--- config.mk ---
export PLATFORM = sky130hd
export DESIGN_NAME = param_updown_counter
export DESIGN_NICKNAME = d
export VERILOG_FILES = /design/src/rtl/param_updown_counter.sv
export SDC_FILE = /design/constraint.sdc
export NUM_CORES = 1
export LEC_CHECK = 0
export ABC_AREA = 0
export CORE_MARGIN = 2
export CORE_UTILIZATION = 45
export CTS_CLUSTER_DIAMETER = 30
export DETAILED_ROUTE_END_ITERATION = 8
export DONT_BUFFER_PORTS = 1
export HOLD_SLACK_MARGIN = 0.08
export PLACE_DENSITY = 0.66
export SLEW_MARGIN = 20
export SYNTH_ARGS = -nofsm -noshare
export SYNTH_HDL_FRONTEND = slang
export SYNTH_SLANG_ARGS = --single-unit
--- constraint.sdc ---
create_clock -name clk -period 1.77 [get_ports clk]
set_clock_uncertainty 0.05 [all_clocks]
set_input_delay 0.354 -clock clk [delete_from_list [all_inputs] [get_ports clk]]
set_output_delay 0.354 -clock clk [all_outputs]
set_load 0.01 [all_outputs]
--- src/rtl/param_updown_counter.sv ---
// param_updown_counter: parametrised up/down event/timebase counter.
// Counts modulo MAX_VALUE+1 (wrap) or clamps at 0/MAX_VALUE (saturate).
// It has a synchronous load and clear, and single-cycle overflow and underflow
// pulses that also set a sticky event flag.
// Optional feature macro: COUNTER_COMPARE_EN adds compare_value_i/match_o.
module param_updown_counter #(
  parameter int unsigned      WIDTH       = 8,
  parameter logic [WIDTH-1:0] MAX_VALUE   = {WIDTH{1'b1}},
  parameter logic [WIDTH-1:0] RESET_VALUE = '0,
  parameter bit               SATURATE    = 1'b0
) (
  input  logic             clk,
  input  logic             rst,
  input  logic             enable_i,
  input  logic             up_down_i,
  input  logic             load_i,
  input  logic [WIDTH-1:0] load_value_i,
  input  logic             clear_i,
  output logic [WIDTH-1:0] count_value_o,
  output logic             overflow_o,
  output logic             underflow_o,
  output logic             event_sticky_o
`ifdef COUNTER_COMPARE_EN
  ,
  input  logic [WIDTH-1:0] compare_value_i,
  output logic             match_o
`endif
);

  // Elaboration-time sanity checks on the configuration.
  if (WIDTH < 2) begin : g_width_check
    $error("param_updown_counter: WIDTH must be at least 2");
  end
  if (RESET_VALUE > MAX_VALUE) begin : g_reset_check
    $error("param_updown_counter: RESET_VALUE must not exceed MAX_VALUE");
  end

  // All step arithmetic is one bit wider than the count. The extra bit shows
  // that an increment went past the terminal value, or that a decrement
  // borrowed below zero. This holds even when MAX_VALUE is all ones.
  localparam logic [WIDTH:0] MAX_EXT = {1'b0, MAX_VALUE};
  localparam logic [WIDTH:0] ONE_EXT = (WIDTH + 1)'(1);

  logic [WIDTH-1:0] count_q, count_d;
  logic             overflow_q, overflow_d;
  logic             underflow_q, underflow_d;
  logic             sticky_q, sticky_d;

  logic [WIDTH:0]   count_ext;
  logic [WIDTH:0]   count_inc_ext;
  logic [WIDTH:0]   count_dec_ext;
  logic [WIDTH:0]   load_ext;
  logic             up_hits_max;
  logic             down_hits_zero;
  logic [WIDTH-1:0] load_clamped;

  // Widened step results and terminal detection used by the next-state logic.
  always_comb begin
    count_ext      = {1'b0, count_q};
    count_inc_ext  = count_ext + ONE_EXT;
    count_dec_ext  = count_ext - ONE_EXT;
    up_hits_max    = (count_inc_ext > MAX_EXT);
    down_hits_zero = count_dec_ext[WIDTH];
    load_ext       = {1'b0, load_value_i};
    load_clamped   = (load_ext > MAX_EXT) ? MAX_VALUE : load_value_i;
  end

  // Next count, pulses and sticky flag. Clear beats load, and load beats counting.
  always_comb begin
    count_d     = count_q;
    overflow_d  = 1'b0;
    underflow_d = 1'b0;
    sticky_d    = sticky_q;

    if (clear_i) begin
      count_d  = RESET_VALUE;
      sticky_d = 1'b0;
    end else if (load_i) begin
      count_d = load_clamped;
    end else if (enable_i) begin
      if (up_down_i) begin
        if (up_hits_max) begin
          overflow_d = 1'b1;
          sticky_d   = 1'b1;
          count_d    = SATURATE ? MAX_VALUE : '0;
        end else begin
          count_d = count_inc_ext[WIDTH-1:0];
        end
      end else begin
        if (down_hits_zero) begin
          underflow_d = 1'b1;
          sticky_d    = 1'b1;
          count_d     = SATURATE ? '0 : MAX_VALUE;
        end else begin
          count_d = count_dec_ext[WIDTH-1:0];
        end
      end
    end
  end

  // Core state register. An active-low synchronous reset restores the reset count and drops every flag.
  always_ff @(posedge clk) begin
    if (!rst) begin
      count_q     <= RESET_VALUE;
      overflow_q  <= 1'b0;
      underflow_q <= 1'b0;
      sticky_q    <= 1'b0;
    end else begin
      count_q     <= count_d;
      overflow_q  <= overflow_d;
      underflow_q <= underflow_d;
      sticky_q    <= sticky_d;
    end
  end

`ifdef COUNTER_COMPARE_EN
  logic match_q, match_d;

  // Compare against the count being loaded this edge, so match lines up with count_value_o.
  always_comb begin
    match_d = (count_d == compare_value_i);
  end

  // Match register. At the reset edge it compares the reset count, not the current one.
  always_ff @(posedge clk) begin
    if (!rst) begin
      match_q <= (RESET_VALUE == compare_value_i);
    end else begin
      match_q <= match_d;
    end
  end

  assign match_o = match_q;
`else
  // Without the compare feature there is no comparator and no match register.
`endif

  assign count_value_o  = count_q;
  assign overflow_o     = overflow_q;
  assign underflow_o    = underflow_q;
  assign event_sticky_o = sticky_q;

endmodule

==> summary.md <==
| Metric | Value |
|---|---|
| Number of flops mapped to enable cells by yosys | 0 |
| Switch Pwr | 0.232 mW |
| Clk network pwr share | 27.8% |
| Final Critical Period | 1.77 ns |
| Total placed instance area | 1150 um2 |
| Post-layout worst setup margin | -0.00304 ns |
| Required time reported for the critical path endpoint | 1.91 ns |
| Capture point of the worst path | count_value_o[5] |
| Leading register cell type out of synthesis | dfxtp_1 |
| Unique cell type count in the Yosys netlist | 45 |
| Vias after detailed routing | 1,170 |
| Ports placed on the boundary | 25 |
| Sequential cell fraction of total power | 40.1% |
| Setup-violating endpoint count in the final report | 1 |
| Horizontal die dimension | 51.3 um |
| Ant diodes | 0 |
| Fraction of post-synthesis cell area in the top cell type by area | 21.9% |
| Post-cts hold buffer count | 0 |
| Launch point of the worst path | count_value_o[1] |
| Switching Fraction | 33.8% |
| Final hold viol count | 0 |
| Core outline area | 2170 um2 |
| Synth-to-layout area growth | 22.9% |
| Cell type with the largest total area after synthesis | dfxtp_1 |
| Clock latency on the worst-skew pair | 0.29 ns |
| Max Slew Vio Count | 0 |
| Number of buffer and inverter stages on the critical path | 0 |
| Outcome | complete, but fails checks |
| Sequential area share after synthesis | 21.9% |
| WL per Instance | 17.6 um |
| Initial Utilization | 46.3% |
| Number of nets in the synthesized netlist | 155 |
| Highest-delay cell along the critical path | or4_4 |
| Vias in the first global route | 1,082 |
| Cell-internal power | 0.454 mW |
| Count of cells along the worst register-to-register path | 5 |
| Number of gates on the worst path with buffers counted | 5 |
| Critical path, cell by cell | or4_4, nor2_4, mux2i_1, a31oi_1, o221a_2 |
| Reg-to-reg endpoint | count_value_o[5] |
| Startpoint-to-endpoint class of the critical path | flop to flop |
| Class of the worst hold path | primary input to flop |
| Most common cell after layout, fill and taps aside | buf_4 |
| Combinational cell fraction of total power | 32.1% |
| CP endpoint kind | flop |
| CTS buffer count | 3 |
| Peak Freq | 564 MHz |
| Share of synthesized registers carrying an async set or reset | 0% |
| Startpoint of the most critical register-to-register path | count_value_o[1] |
| P per Cell Area | 556 nW/um2 |
| Port Buffers | 0 |
| DRT antenna net count | 0 |
| Worst relative slew slack | 70.9% |
| CTS tree | done |
| Family of cells with the greatest summed delay on the critical path | simple AND/OR/NAND/NOR gates |
| Total Wirelength | 3270 um |
| Clock root buffer | clkbuf_4 |
| Worst hold slack | 0.133 ns |
| Maximum resistive drop on vdd | 0.000373 V |
| Count of mapped cells out of synthesis | 138 |
| Setup slack after placement | -0.0321 ns |
| Share of the clock period used by the worst path | 100% |
| First-pass GRT wire length | 5140 um |
| Failing checks | negative setup slack |
| Total gr overflow | 0 |
| Area of the mapped netlist | 1000 um2 |
| Unrepaired setup endpoints after global routing | yes |
| Max-capacitance violation count | 0 |
| Number of core rows | 17 |
| Vias per cell | 6.32 |
| Nets | 175 |
| Clk sink count | 11 |
| Critical path peak fanout | 6 |
| H-tree Lvls | 1 |
| Final-layout setup total negative slack | -0.00304 ns |
| Yosys warns | 0 |
| Delay of the slowest cell on the worst path | 0.55 ns |
| Worst setup slack for register-to-register paths | -0.003 ns |
| Die Span Y | 51.3 um |
| Pre-Repair DR Iteration Count | 4 |
| Initial drt markers | 56 |
| All-layer global routing usage | 26.8% |
| Post-detailed-placement half-perimeter wirelength | 2390 um |
| Transition time at the pin with the least slew margin | 0.426 ns |
| Reg clk slew, reported paths | 0.09 ns |
| Average size of a mapped cell | 7.28 um2 |
| Commonest cells after routing, fill and taps aside | 22 x buf_4, 16 x nor2_1, 11 x nand2_1 |
| Largest net degree at the start of global routing | 16 |
| RePlAce Congestion | 0.899 |
| Arrival time reported for the critical path endpoint | 1.91 ns |
| Number of antenna violations at the first check in global routing | 0 |
| Maximum number of buffers from clock root to sink | 2 |
| Kind of start point of the critical path | flop |
| DRC | 0 |
| Die area | 2630 um2 |
| Top post-synthesis cells by area | dfxtp_1 22%, nor2_1 6.0%, a21oi_1 5.0% |
| Leakage dissipation | 0.509 nW |
| Number of flip-flops and latches in the synthesized netlist | 11 |
| Share of cells above drive strength 1 | 27.4% |
| Post-route cell area | 1230 um2 |
-- cell families (layout without fill, tap and decap cells) --
| logic type | Yosys count | count (layout) | synth area share, % |
|---|---|---|---|
| and+or+nand+nor | 60 | 60 | 31.3 |
| xor gates and xnor gates | 3 | 3 | 2.62 |
| DFF | 11 | 11 | 21.9 |
| AOI/OAI and AO/OA | 42 | 42 | 28.1 |
| adders and majority gates | 3 | 3 | 3.74 |
| muxes | 3 | 3 | 3.11 |
| buffers and inverters | 16 | 35 | 9.21 |
-- through the flow --
stage | power, mW | cells | utilization (%)
floorplan | 0.420 | 138 | -
global placement | 0.477 | 180 | 53.1
detailed placement | 0.480 | 180 | 53.1
CTS | 0.665 | 184 | 54.6
global route | 0.712 | 185 | 56.9
finish | 0.686 | 185 | 56.9
-- state kept, by name, summed over array words and instances (netlist names) --
register	count
count_value_o	8
underflow_o	1
event_sticky_o	1
overflow_o	1
-- layer usage --
| metal | track usage, % | part of all wire [%] | wire length (um) | up-vias |
|---|---|---|---|---|
| met5 | 0 | 0 | 0 | - |
| met4 | 15.4 | 1.9 | 61 | 0 |
| li1 | - | - | - | 550 |
| met3 | 4.39 | 7.7 | 253 | 6 |
| met1 | 33.9 | 43 | 1390 | 555 |
| met2 | 42.9 | 48 | 1560 | 59 |
-- final cells by class --
| type | count | area, um2 |
|---|---|---|
| clock buffer | 4 | 26.3 |
| inverter | 8 | 30.0 |
| fill | 229 | 935 |
| timing repair buffer | 23 | 176 |
| sequential | 11 | 225 |
| multi-input combinational | 111 | 742 |
| tap | 28 | 35.0 |
-- worst min-delay path by stage --
stage,start,endpoint,cells after the start
after floorplan,load_value_i[7],count_value_o[7],2
after global placement,up_down_i,count_value_o[0],1
after detailed placement,up_down_i,count_value_o[0],1
after CTS,up_down_i,count_value_o[0],1
after global routing,up_down_i,count_value_o[0],1
final,up_down_i,count_value_o[0],1
-- cells in the mapped netlist, types with 2 or more instances --
cell type / instances
a21oi_1: 10
a22oi_1: 2
a31oi_1: 3
and3_1: 2
buf_2: 3
buf_6: 2
dfxtp_1: 11
ha_1: 3
inv_1: 8
mux2i_1: 2
nand2_1: 11
nand3_1: 9
nand4_1: 3
nor2_1: 16
nor2b_1: 2
nor3_1: 5
nor3b_1: 2
nor4b_1: 2
o211ai_1: 4
o21ai_0: 9
o21bai_1: 2
o31ai_1: 2
or3_1: 2
xnor2_1: 2
-- repair_timing --
| action | CTS | global route |
|---|---|---|
| endpoints found under the setup margin | 6 | 8 |
| gates resized for setup | 2 | 9 |
| hold endpoints to repair | 0 | 0 |
| pin swaps | 1 | 4 |
| cloned | 0 | 0 |
| setup buffers | 0 | 1 |
-- power groups by stage --
stage / Clock (mW) / Sequential, mW / Combinational (mW)
floorplan: 0 / 0.282 / 0.138
global placement: 0 / 0.279 / 0.198
detailed placement: 0 / 0.280 / 0.200
CTS: 0.188 / 0.274 / 0.202
global route: 0.194 / 0.277 / 0.242
finish: 0.191 / 0.275 / 0.220
Power figures use the tool's default switching activity.
